File: config.mk
export PLATFORM = sky130hd
export DESIGN_NAME = l1_refill_ctrl
export DESIGN_NICKNAME = d
export VERILOG_FILES = /design/src/rtl/l1_refill_ctrl_pkg.sv /design/src/rtl/l1_refill_ctrl.sv
export SDC_FILE = /design/constraint.sdc
export NUM_CORES = 1
export LEC_CHECK = 0
export ABC_CLOCK_PERIOD_IN_PS = 2850
export BUFFER_PORTS_ARGS = -buffer_cell sky130_fd_sc_hd__buf_2
export CORE_AREA = 2 2 163 165
export CTS_BUF_LIST = sky130_fd_sc_hd__clkbuf_8
export CTS_CLUSTER_DIAMETER = 80
export DETAILED_ROUTE_END_ITERATION = 8
export DIE_AREA = 0 0 165 167
export GPL_TIMING_DRIVEN = 0
export PLACE_DENSITY = 0.75
export SYNTH_ARGS = -nofsm -noshare
export SYNTH_HDL_FRONTEND = slang
export SYNTH_SLANG_ARGS = --single-unit
File: constraint.sdc
create_clock -name clk -period 2.85 [get_ports clk]
set_clock_uncertainty 0.2 [all_clocks]
set_input_delay 0 -clock clk [delete_from_list [all_inputs] [get_ports clk]]
set_output_delay 0 -clock clk [all_outputs]
set_load 0.1 [all_outputs]
File: src/rtl/l1_refill_ctrl_pkg.sv
// Shared definitions for the L1 refill / uncached access controller:
// state encoding, bus beat geometry and access-size one-hot codes.
package l1_refill_ctrl_pkg;

    // Bus beat geometry: the data path is 64 bits wide.
    localparam int BEAT_BYTES     = 8;
    localparam int BEAT_OFS_W     = $clog2(BEAT_BYTES);

    // Default line geometry; addr_count carries a byte offset inside a line.
    localparam int LINE_BYTES_DEF = 2048;
    localparam int CNT_W          = $clog2(LINE_BYTES_DEF);

    // Access size one-hot codes shared by L1_size and bus_size.
    localparam logic [3:0] SIZE_1B = 4'b0001;
    localparam logic [3:0] SIZE_2B = 4'b0010;
    localparam logic [3:0] SIZE_4B = 4'b0100;
    localparam logic [3:0] SIZE_8B = 4'b1000;

    // State encoding.
    localparam logic [2:0] ST_IDLE     = 3'd0;
    localparam logic [2:0] ST_LINE_RD  = 3'd1;
    localparam logic [2:0] ST_LINE_UPD = 3'd2;
    localparam logic [2:0] ST_SGL_RD   = 3'd3;
    localparam logic [2:0] ST_SGL_WR   = 3'd4;
    localparam logic [2:0] ST_DONE     = 3'd5;
    localparam logic [2:0] ST_ERR      = 3'd6;

    typedef enum logic [2:0] {
        S_IDLE     = ST_IDLE,
        S_LINE_RD  = ST_LINE_RD,
        S_LINE_UPD = ST_LINE_UPD,
        S_SGL_RD   = ST_SGL_RD,
        S_SGL_WR   = ST_SGL_WR,
        S_DONE     = ST_DONE,
        S_ERR      = ST_ERR
    } state_t;

    // Byte count of a one-hot access size; unknown codes read as zero.
    function automatic int unsigned size_bytes(input logic [3:0] size);
        int unsigned n;
        n = 0;
        case (size)
            SIZE_1B: n = 1;
            SIZE_2B: n = 2;
            SIZE_4B: n = 4;
            SIZE_8B: n = 8;
            default: n = 0;
        endcase
        return n;
    endfunction

endpackage

File: src/rtl/l1_refill_ctrl.sv
// L1 refill controller: turns L1 line-refill, uncached-read and write-through
// requests into beats on a req/ack bus and reports results back to the L1.
//
// state    | meaning
// ---------+-----------------------------------------------------------
// IDLE     | waiting for an L1 request (requests sampled only here)
// LINE_RD  | streaming line beats; each ack writes one beat into the L1
// LINE_UPD | last beat's line_write plus the tag/valid commit pulse
// SGL_RD   | single uncached read beat outstanding
// SGL_WR   | single write-through beat outstanding
// DONE     | trans_rdy pulse, back to IDLE
// ERR      | bus_error pulse (bus_err or timeout), back to IDLE
module l1_refill_ctrl
    import l1_refill_ctrl_pkg::*;
#(
    parameter int LINE_BYTES  = LINE_BYTES_DEF,
    parameter int TIMEOUT_CYC = 1023
) (
    input  logic                          clk,
    input  logic                          rst,
    input  logic                          read_line_req,
    input  logic                          read_req,
    input  logic                          write_through_req,
    input  logic [3:0]                    L1_size,
    input  logic [63:0]                   pa,
    input  logic [63:0]                   wt_data,
    output logic [63:0]                   line_data,
    output logic [$clog2(LINE_BYTES)-1:0] addr_count,
    output logic                          line_write,
    output logic                          cache_entry_write,
    output logic                          trans_rdy,
    output logic                          bus_error,
    output logic                          bus_req,
    output logic                          bus_we,
    output logic [63:0]                   bus_addr,
    output logic [3:0]                    bus_size,
    output logic [63:0]                   bus_wdata,
    input  logic [63:0]                   bus_rdata,
    input  logic                          bus_ack,
    input  logic                          bus_err
);

    localparam int AC_W      = $clog2(LINE_BYTES);
    localparam int BEAT_W    = AC_W - BEAT_OFS_W;
    localparam int NUM_BEATS = LINE_BYTES / BEAT_BYTES;
    localparam logic [BEAT_W-1:0] LAST_BEAT = BEAT_W'(NUM_BEATS - 1);

    // Timeout counter sized to hold TIMEOUT_CYC; a zero limit disables it.
    localparam bit TO_EN = (TIMEOUT_CYC > 0);
    localparam int TO_W  = (TIMEOUT_CYC > 0) ? $clog2(TIMEOUT_CYC + 1) : 1;
    localparam logic [TO_W-1:0] TO_LIM = TO_W'(TIMEOUT_CYC);

    state_t               r_state;
    logic [BEAT_W-1:0]    r_beat;
    logic [TO_W-1:0]      r_tcnt;
    logic [63-AC_W:0]     r_line_base;

    logic [BEAT_W-1:0]    w_beat_nxt;
    logic [TO_W-1:0]      w_tcnt_nxt;
    logic                 w_last_beat;
    logic                 w_timeout;
    logic                 w_fail;

    assign w_beat_nxt  = r_beat + 1'b1;
    assign w_tcnt_nxt  = r_tcnt + 1'b1;
    assign w_last_beat = (r_beat == LAST_BEAT);
    // The wait that would bring the counter to the limit ends the request.
    assign w_timeout   = TO_EN && (w_tcnt_nxt == TO_LIM);
    // bus_err beats a simultaneous ack; a timeout only counts without an ack.
    assign w_fail      = bus_err || (!bus_ack && w_timeout);

    // Request sequencing FSM with all L1 and bus outputs registered.
    always_ff @(posedge clk) begin
        if (!rst) begin
            r_state           <= S_IDLE;
            r_beat            <= '0;
            r_tcnt            <= '0;
            r_line_base       <= '0;
            line_data         <= '0;
            addr_count        <= '0;
            line_write        <= 1'b0;
            cache_entry_write <= 1'b0;
            trans_rdy         <= 1'b0;
            bus_error         <= 1'b0;
            bus_req           <= 1'b0;
            bus_we            <= 1'b0;
            bus_addr          <= '0;
            bus_size          <= '0;
            bus_wdata         <= '0;
        end else begin
            line_write        <= 1'b0;
            cache_entry_write <= 1'b0;
            trans_rdy         <= 1'b0;
            bus_error         <= 1'b0;

            case (r_state)
                S_IDLE: begin
                    r_beat <= '0;
                    r_tcnt <= '0;
                    if (read_line_req) begin
                        r_state     <= S_LINE_RD;
                        r_line_base <= pa[63:AC_W];
                        bus_req     <= 1'b1;
                        bus_we      <= 1'b0;
                        bus_size    <= SIZE_8B;
                        bus_addr    <= {pa[63:AC_W], {AC_W{1'b0}}};
                    end else if (read_req) begin
                        r_state  <= S_SGL_RD;
                        bus_req  <= 1'b1;
                        bus_we   <= 1'b0;
                        bus_size <= L1_size;
                        bus_addr <= pa;
                    end else if (write_through_req) begin
                        r_state   <= S_SGL_WR;
                        bus_req   <= 1'b1;
                        bus_we    <= 1'b1;
                        bus_size  <= L1_size;
                        bus_addr  <= pa;
                        bus_wdata <= wt_data;
                    end
                end

                S_LINE_RD, S_SGL_RD, S_SGL_WR: begin
                    if (w_fail) begin
                        r_state   <= S_ERR;
                        r_tcnt    <= '0;
                        bus_req   <= 1'b0;
                        bus_error <= 1'b1;
                    end else if (bus_ack) begin
                        r_tcnt <= '0;
                        if (r_state == S_LINE_RD) begin
                            line_write <= 1'b1;
                            line_data  <= bus_rdata;
                            addr_count <= {r_beat, {BEAT_OFS_W{1'b0}}};
                            if (w_last_beat) begin
                                // Beat counter is left at the last beat; IDLE clears it.
                                r_state           <= S_LINE_UPD;
                                bus_req           <= 1'b0;
                                cache_entry_write <= 1'b1;
                            end else begin
                                r_beat   <= w_beat_nxt;
                                bus_addr <= {r_line_base, w_beat_nxt, {BEAT_OFS_W{1'b0}}};
                            end
                        end else begin
                            if (r_state == S_SGL_RD) begin
                                line_data <= bus_rdata;
                            end
                            r_state   <= S_DONE;
                            bus_req   <= 1'b0;
                            trans_rdy <= 1'b1;
                        end
                    end else begin
                        r_tcnt <= w_tcnt_nxt;
                    end
                end

                S_LINE_UPD: begin
                    r_state   <= S_DONE;
                    trans_rdy <= 1'b1;
                end

                S_DONE: begin
                    r_state <= S_IDLE;
                end

                S_ERR: begin
                    r_state <= S_IDLE;
                end

                default: begin
                    r_state <= S_IDLE;
                    bus_req <= 1'b0;
                end
            endcase
        end
    end

endmodule

==> flow_summary.ini <==
[cts]
htree_num_levels = 2
cts_tree = done
cts_root_buf = clkbuf_8
path_clk_slew_ps = 70
cts_buffer_depth = 3
insertion_delay_ps = 570
cts_buffers = 48
clock_sinks = 284

[flow_run]
max-cap-violations = 0

[timing]
rsz0062_at_grt = no
fmax_mhz = 369
worstMarginPinSlew_ps = 862
finalCriticalPeriod_ps = 2710
tns_ps = 0
drv_slew = 0
timing.final.hold_violations = 0
relSlewSlack = 0.426
setup_viol = 0
period_share = 0.951

[hold_path]
min_to = line_data[10]
holdPathStages = 4
worstHoldStart = bus_rdata[10]
worstHoldPathType = in -> reg

[setup_path]
max_stage_delay_ps = 580
reg2reg_depth = 7
crit_chain = buf_4 > nor3_4 > nand2_1 > nor3_1 > dlygate4sd3_1 > nor3_1 > dlygate4sd3_1
cp_max_fo = 10
r2r-start = r_state[2]
crit_buf_inv = 3
worstPathArrival_ps = 2960
crit_required_ps = 3100
worstReg2RegEnd = bus_size[3]
criticalPathCategory = reg -> reg
r2r_slack_ps = 140
critical-path-slowest-cell = dlygate4sd3_1
cpLargestDelayFamily = buffers and inverters
crit_path_end_kind = flop
start_kind = flop

[synthesis]
avgSynthCellArea_um2 = 7.80
synth_top_cell_area_share = 0.521
synth.distinct_cells = 57
synth.top_cells.by_area = dfxtp_1 (52%), nand2_1 (18%), a21oi_1 (10%), a311oi_1 (4.3%), nor2_1 (2.4%)
synth_ff_type = dfxtp_1
synth_seq_area_share = 0.521
netlist_area_um2 = 10900
synth_edf_count = 0
synth-seq-cells = 284
synth.largest_area_cell = dfxtp_1
synthArstFlopShare = 0
syn_inst = 1398
yosysWarnings = 0

[power_and_ir_drop]
powerDensity_nw_per_um2 = 1030
p_leak_nw = 7.22
pwr-share-seq = 0.294
p_sw_frac = 0.495
internal_power_mw = 8.66
p_sw_mw = 8.50
finalPower_mw = 17.2
peakVddDrop_mv = 0.910
p_clk_frac = 0.231
power_frac_comb = 0.474

[global_route]
grt_max_degree = 13
grt-ovfl-total = 0
grt_pass1_vias = 13000
grt_pass1_wl_um = 70000
grt_use_total = 0.326
antenna_found_initial = 7

[outcome]
status = completed

[finish]
drive_above_1_share = 0.253
syn2layout_area_growth_pct = 52.9
nets = 2283
postLayoutCellArea_um2 = 16700
fin_cells = 2456

[floorplan]
core-area_um2 = 25800
dieHeight_um = 167
rows = 59
start_util = 0.423
die_area_um2 = 27600
io-pin-count = 416
die_w_um = 165

[place]
gp_congestion = 0.917
placed_area_um2 = 13400
io_buffers = 411
dp_hpwl_um = 28700
dpl.cell_count = 2146

[route]
postRouteAntennaNets = 0
vias = 13000
routedWlPerCell_um = 18.5
wirelength_um = 45500
firstDrtPassIters = 5
via_per_inst = 5.29
first_iter_violations = 1078
drc = 0
==> layout by cell type, fill, tap and decap left out, types with 18 or more instances in the layout <==
cell	instances
a21oi_1	222
a311oi_1	53
buf_2	438
clkbuf_1	63
clkbuf_8	70
dfxtp_1	283
dlygate4sd3_1	216
inv_1	19
nand2_1	513
nor2_1	70
o21ai_0	18
==> power by group through the flow <==
stage               logic [mW]  clock network [mW]  registers [mW]
floorplan                 2.63                   0            8.43
global placement          7.61                   0            5.06
detailed placement        7.69                   0            5.08
CTS                       7.99                3.99            5.01
global route              8.62                4.19            5.11
finish                    8.14                3.97            5.05
==> cell usage after synthesis, types with 3 or more instances <==
cell type,number
a211o_1,4
a211oi_1,5
a21oi_1,222
a311oi_1,53
a31oi_1,10
and2_1,3
and3_1,3
and4_1,3
buf_1,13
buf_2,27
buf_4,5
clkbuf_1,64
dfxtp_1,284
ha_1,3
inv_1,8
nand2_1,513
nand3_1,15
nand3b_1,5
nand4_1,4
nor2_1,71
nor3_1,9
o21ai_0,18
o2bb2ai_1,3
or3_1,4
xnor2_1,5
xor2_1,4
==> per-stage QoR <==
| stage | util | worst slack, ps | hold WS (ps) |
|---|---|---|---|
| after global routing | 0.647 | 12.1 | 13.7 |
| after global placement | 0.520 | 82.1 | 41.9 |
| after floorplan | - | 745 | -64.0 |
| after CTS | 0.645 | 35.9 | 0.704 |
| final | 0.647 | 140 | 18.8 |
| after detailed placement | 0.520 | 51.4 | 46.0 |
==> worst min-delay path, delay by kind of cell <==
kind | cells | cell delay (ps)
buffers and inverters | 2 | 650
AOI/OAI and AO/OA | 1 | 50
and+or+nand+nor | 1 | 50
==> cell families (layout without fill, tap and decap cells) <==
group | count (synthesis) | in the layout | synth area share
AOI/OAI and AO/OA | 336 | 336 | 0.184
xor gates and xnor gates | 9 | 9 | 0.00723
adders and majority gates | 3 | 3 | 0.00344
buffers and inverters | 118 | 833 | 0.0454
DFF | 284 | 284 | 0.521
muxes | 1 | 1 | 0.000918
other | 1 | 9 | 0.000344
and+or+nand+nor | 646 | 646 | 0.238
==> registers in the layout, indices dropped and copies added, names as in the netlist <==
name,flops
r_beat,8
line_data,64
bus_wdata,64
bus_req,1
line_write,1
r_tcnt,10
trans_rdy,1
r_line_base,53
bus_error,1
r_state,3
cache_entry_write,1
addr_count,8
bus_size,4
bus_we,1
bus_addr,64
==> how the worst max path moves through the flow <==
stage | end | cells past startpoint | slack, ps | from
after floorplan | bus_addr[17] | 7 | 740 | r_beat[0]
after global placement | bus_addr[17] | 7 | 80 | r_beat[0]
after detailed placement | bus_addr[59] | 7 | 50 | r_beat[0]
after CTS | bus_addr[60] | 7 | 40 | r_beat[0]
after global routing | r_state[2] | 7 | 10 | r_beat[1]
final | bus_size[3] | 7 | 140 | r_state[2]
==> routing by layer <==
layer,GRT usage,share of wire,vias up
met5,0.0127,0.0019,-
met4,0.170,0.055,6
met3,0.142,0.12,232
met2,0.545,0.48,732
met1,0.343,0.35,5945
li1,-,-,6068
==> what timing repair did <==
| item | 4_1_cts | 5_1_grt |
|---|---|---|
| buffers inserted | 0 | 0 |
| hold buffers | 216 | 0 |
| setup endpoints to repair | 0 | 59 |
| endpoints found under the hold margin | 268 | 0 |
| gates resized for setup | 0 | 9 |
==> layout make-up <==
type | count | area (um^2)
fillers | 2098 | 9090
well taps | 335 | 419
diodes | 6 | 15.0
plain buffers | 109 | 463
inverters | 9 | 33.8
clock buffers | 70 | 963
flip-flops and latches | 284 | 5690
clock inverters | 18 | 110
repair buffers | 627 | 4220
multi-input cells | 998 | 4760
Power figures use the tool's default switching activity.
